$ cat src/rtl/count_display_driver.sv
// 8-bit count to 3-digit BCD (serial double-dabble) with a multiplexed, leading-zero
// blanked, active-low 7-segment scan driver.
module count_display_driver #(
  parameter int unsigned SCAN_DIV = 100000
) (
  input  logic        clk,
  input  logic        reset_n,
  input  logic [7:0]  count,
  output logic [3:0]  an,
  output logic [6:0]  seg,
  output logic        dp,
  output logic [11:0] bcd,
  output logic        busy,
  output logic        update
);

  localparam int unsigned SCAN_W = (SCAN_DIV > 1) ? $clog2(SCAN_DIV) : 1;

  localparam logic [1:0] IDLE = 2'd0;
  localparam logic [1:0] CONV = 2'd1;
  localparam logic [1:0] LOAD = 2'd2;

  logic [1:0]        state, state_nx;
  logic [7:0]        shift_reg, shift_reg_nx;
  logic [11:0]       scratch, scratch_nx;
  logic [11:0]       adj;
  logic [2:0]        iter, iter_nx;
  logic [7:0]        latched, latched_nx;
  logic [7:0]        shown, shown_nx;
  logic              dirty, dirty_nx;
  logic [11:0]       bcd_nx;
  logic              busy_nx, update_nx;
  logic [SCAN_W-1:0] scan_cnt, scan_cnt_nx;
  logic [1:0]        digit_sel, digit_sel_nx;
  logic [3:0]        an_nx;
  logic [6:0]        seg_nx;
  logic [3:0]        digit;
  logic              blank;

  function automatic logic [6:0] glyph(input logic [3:0] d);
    case (d)
      4'd0:    glyph = 7'b1000000;
      4'd1:    glyph = 7'b1111001;
      4'd2:    glyph = 7'b0100100;
      4'd3:    glyph = 7'b0110000;
      4'd4:    glyph = 7'b0011001;
      4'd5:    glyph = 7'b0010010;
      4'd6:    glyph = 7'b0000010;
      4'd7:    glyph = 7'b1111000;
      4'd8:    glyph = 7'b0000000;
      4'd9:    glyph = 7'b0010000;
      default: glyph = 7'b1111111;
    endcase
  endfunction

  // State register; reset wins over everything else
  always_ff @(posedge clk) begin
    if (!reset_n) begin
      state     <= IDLE;
      shift_reg <= '0;
      scratch   <= '0;
      iter      <= '0;
      latched   <= '0;
      shown     <= '0;
      dirty     <= 1'b1;
      bcd       <= '0;
      busy      <= 1'b0;
      update    <= 1'b0;
      scan_cnt  <= '0;
      digit_sel <= '0;
      an        <= 4'b1111;
      seg       <= 7'b1111111;
      dp        <= 1'b1;
    end else begin
      state     <= state_nx;
      shift_reg <= shift_reg_nx;
      scratch   <= scratch_nx;
      iter      <= iter_nx;
      latched   <= latched_nx;
      shown     <= shown_nx;
      dirty     <= dirty_nx;
      bcd       <= bcd_nx;
      busy      <= busy_nx;
      update    <= update_nx;
      scan_cnt  <= scan_cnt_nx;
      digit_sel <= digit_sel_nx;
      an        <= an_nx;
      seg       <= seg_nx;
      dp        <= 1'b1;
    end
  end

  // Converter next-state: add-3 correction then shift, one bit per cycle
  always_comb begin
    state_nx     = state;
    shift_reg_nx = shift_reg;
    scratch_nx   = scratch;
    iter_nx      = iter;
    latched_nx   = latched;
    shown_nx     = shown;
    dirty_nx     = dirty;
    bcd_nx       = bcd;
    update_nx    = 1'b0;
    adj          = scratch;
    for (int i = 0; i < 3; i++) begin
      if (adj[4*i +: 4] >= 4'd5) adj[4*i +: 4] = adj[4*i +: 4] + 4'd3;
    end
    case (state)
      IDLE: begin
        if ((count != shown) || dirty) begin
          latched_nx   = count;
          shift_reg_nx = count;
          scratch_nx   = '0;
          dirty_nx     = 1'b0;
          iter_nx      = '0;
          state_nx     = CONV;
        end
      end
      CONV: begin
        {scratch_nx, shift_reg_nx} = {adj[10:0], shift_reg, 1'b0};
        iter_nx = iter + 3'd1;
        if (iter == 3'd7) state_nx = LOAD;
      end
      LOAD: begin
        bcd_nx    = scratch;
        shown_nx  = latched;
        update_nx = 1'b1;
        state_nx  = IDLE;
      end
      default: state_nx = IDLE;
    endcase
    busy_nx = (state_nx != IDLE);
  end

  // Scan driver built from next-cycle values so pins move only with slot or bcd changes
  always_comb begin
    scan_cnt_nx  = scan_cnt + SCAN_W'(1);
    digit_sel_nx = digit_sel;
    if (scan_cnt == SCAN_W'(SCAN_DIV - 1)) begin
      scan_cnt_nx  = '0;
      digit_sel_nx = digit_sel + 2'd1;
    end
    an_nx = 4'b1111;
    digit = 4'd0;
    blank = 1'b1;
    case (digit_sel_nx)
      2'd0: begin
        an_nx = 4'b1110;
        digit = bcd_nx[3:0];
        blank = 1'b0;
      end
      2'd1: begin
        if (bcd_nx[11:4] != 8'd0) begin
          an_nx = 4'b1101;
          digit = bcd_nx[7:4];
          blank = 1'b0;
        end
      end
      2'd2: begin
        if (bcd_nx[11:8] != 4'd0) begin
          an_nx = 4'b1011;
          digit = bcd_nx[11:8];
          blank = 1'b0;
        end
      end
      default: blank = 1'b1;
    endcase
    seg_nx = blank ? 7'b1111111 : glyph(digit);
  end

endmodule

$ cat config.mk
export PLATFORM = sky130hd
export DESIGN_NAME = count_display_driver
export DESIGN_NICKNAME = d
export VERILOG_FILES = /design/src/rtl/count_display_driver.sv
export SDC_FILE = /design/constraint.sdc
export NUM_CORES = 1
export LEC_CHECK = 0
export CAP_MARGIN = 20
export CELL_PAD_IN_SITES_DETAIL_PLACEMENT = 1
export CELL_PAD_IN_SITES_GLOBAL_PLACEMENT = 1
export CORE_MARGIN = 4
export CORE_UTILIZATION = 47
export CTS_CLUSTER_DIAMETER = 30
export CTS_CLUSTER_SIZE = 12
export DETAILED_ROUTE_END_ITERATION = 8
export HOLD_SLACK_MARGIN = 0.05
export PLACE_DENSITY_LB_ADDON = 0.1
export SYNTH_ARGS = -nofsm -noshare
export SYNTH_HDL_FRONTEND = slang
export SYNTH_SLANG_ARGS = --single-unit
$ cat constraint.sdc
create_clock -name clk -period 4.1 [get_ports clk]
set_input_delay 0.41 -clock clk [delete_from_list [all_inputs] [get_ports clk]]
set_output_delay 0.41 -clock clk [all_outputs]
set_load 0.01 [all_outputs]
==> impl_results.md <==
* Clock Skews at 17.7 ps
* Synthesis Warnings at 0
* Comb power frac at 0.069
* Clock Latency Late Sink at 360 ps
* Slew @ Worst Pin at 953 ps
* CTS Hold Bufs at 0
* Worst vdd ir at 0.171 mV
* P_leak at 1.85 nW
* Most common cell in the synthesized netlist: dfxtp_1
* Netlist cell types at 55
* Max_slew headroom at 0.365
* CTS tree: built
* CP Class: reg2reg
* Chip height at 103 µm
* Min-delay src: latched[4]
* Largest net degree at the start of global routing at 66
* Yosys top cell by area: dfxtp_1
* Fillcell total at 1,028
* Hold WC Path Type: reg2reg
* First-pass GRT wire length at 17,400 µm
* Max-Cap Viols at 0
* Share of flip-flops with an asynchronous set or reset at 0
* Area of the multi-input gates at between 0.002 and 0.0025 mm²
* Vias in the first global route at ~3,600
* Largest register FFs at 17
* Pwr dens at 318 mW/mm²
* DPL Wire Length at 7240 µm
* Clock transition at path regs at around 90 ps
* Setup TNS at 0 ps
* Placed inst area at about 0.0046 mm²
* Internal power at 0.00115 W
* TritonCTS buffer count at 9
* Port bufs at 33
* Fin crit share at 0.756
* Inserted Diodes at 0
* Critical path required time at 4330 ps
* Finished layout cell area at ~0.0048 mm²
* Clk network pwr share at 0.369
* CP Launch Point: scan_cnt[0]
* Clock buffer depth at 2
* Worst Path Arrival at 3330 ps
* H-tree depth at 3
* Switching share of power at 0.248
* Total core area at 0.00881 mm²
* Per-cell routed wire length at 16.3 µm
* Register area share after synthesis at 0.398
* Worst setup SP type: flop
* Die area at 0.0107 mm²
* Total wire length at 10,200 µm
* Top cells by count, synth: 85 x dfxtp_1, 57 x nand2_1, 35 x nor2_1, 27 x nor3_1, 25 x nor2b_1
* Post_cts resized at 0
* Global Route Usage Sum at 0.206
* # setup viols final at 0
* Via count at 3,474
* Register area at between 0.0015 and 0.002 mm²
* Outcome: complete, no violations
* Area growth from synthesis to layout at 12.5%
* CP Max Fanout at 25
* Psw at 0.000378 W
* DIE WIDTH at 103 µm
* R2r startpoint: scan_cnt[0]
* Synth Flop Type: dfxtp_1
* Via density per instance at 5.56
* Initial Utilization at 0.486
* Final min period at approximately 3100 ps
* Yosys top cell area share at 0.398
* Crit end category: flop
* Synthesized cell area at 0.00428 mm²
* Fin nets at 536
* Drt drc at 0
* GRT overflow at 0
* ANT nets after route at 0
* Syn_area_per_cell at ~8.7 µm²
* Placer Congestion at 0.846
* RSZ-0062 raised after global routing: no
* Sequential power share at 0.563
* EDFF count, synth at 0
* Biggest register: scan_cnt
* Initial DRC Count at 86
* Number of synthesized register bits at 85
* Share of cells above drive strength 1 at 0.0716
* Largest cells by area after synthesis: dfxtp_1 40%, nand2_1 5.0%, mux2i_1 4.7%
* Root Driver: clkbuf_8
* Max Clock Freq at 0.323 GHz
* # clock sinks at 85
* Post-CTS repair timing setup buffer count at 0
* Io pins at 36
* Count of final max-slew check failures at 0
* Drt pass-1 iters at 4
* Largest registers: scan_cnt x17, bcd x12, scratch x12
* Mapped Cells at 494
* Initial antenna violation count at 0
* Hold Vio Cnt, Final at 0
* Placement row count at 34
## logic make-up (layout without fill, tap and decap cells)
family / count (synthesis) / count (layout) / synth area share
simple gates: 211 / 211 / 0.255
compound gates: 87 / 87 / 0.137
flops: 85 / 85 / 0.398
buf+inv: 46 / 68 / 0.0524
xor+xnor: 27 / 27 / 0.0553
mux: 23 / 23 / 0.0600
fa+ha+maj: 14 / 14 / 0.0410
other cells: 1 / 2 / 0.000877
## final timing paths
check	endpoint	depth (start not counted)	slack (ps)
hold / removal	shown[4]	2	470
setup reg to reg	seg[5]	12	1000
hold reg to reg	shown[4]	2	470
setup / recovery	seg[5]	12	1000
## power by group through the flow
stage	clock, W	combinational, W	sequential, W
5_1_grt	0.000621	0.000117	0.000863
3_3_place_gp	0	0.000103	0.000878
4_1_cts	0.000582	0.000107	0.000860
2_1_floorplan	0	0.0000656	0.000878
6_report	0.000563	0.000105	0.000860
3_5_place_dp	0	0.000106	0.000879
## through the flow
| step | total power, W | utilization | hold slack [ps] | cells | setup slack, ps |
|---|---|---|---|---|---|
| 3_5_place_dp | 0.000985 | 0.525 | 464 | 609 | 1070 |
| 3_3_place_gp | 0.000980 | 0.525 | 444 | 609 | 1190 |
| 4_1_cts | 0.00155 | 0.546 | 478 | 625 | 997 |
| 5_1_grt | 0.00160 | 0.546 | 500 | 625 | 621 |
| 2_1_floorplan | 0.000943 | - | 430 | 495 | 1630 |
| 6_report | 0.00153 | 0.546 | 471 | 625 | 1000 |
## cell usage in the layout (no fill, tap or decap), types with 3 or more instances in the layout
cell type        count
inv_1               14
a21boi_0            23
nand2b_1             7
nor2b_1             25
nor3_1              27
o21bai_1             3
a22oi_1              7
xor2_1              17
dfxtp_1             85
a211oi_1             3
nand3_1             12
xnor2_1             10
nor4b_1              3
a21oi_1             13
and3_1               6
nor4_1               6
o21ai_1              3
buf_4                5
and2_1              15
clkinvlp_4           3
mux2i_1             20
nor2_1              35
clkdlybuf4s50_1     32
clkbuf_8            11
ha_1                14
o22ai_1              6
nand2_1             57
o21ai_0             13
## area by class of cell
class                      count  share of cell area
tap                          108              0.0281
clock buffer                  12              0.0323
clock inverter                 4             0.00650
sequential                    85               0.354
timing repair buffer          38              0.0754
multi-input combinational    364               0.493
inverter                      14              0.0109
## worst max-delay path, stage by stage (launching register included)
cell and delay, ps:
dfxtp_1 400, ha_1 240, and4_1 270, and4_1 730
nor3_1 120, nor4_2 290, and2_4 210, inv_1 60
ha_1 190, inv_1 50, a211oi_1 50, a211oi_1 260
o21ai_1 100
## per-layer routing
metal,global-route usage,routed length [µm]
met5,0,0
met4,0.0538,161
met3,0.0416,323
met2,0.343,4850
met1,0.272,4860
(Power assumes the default switching activity.)
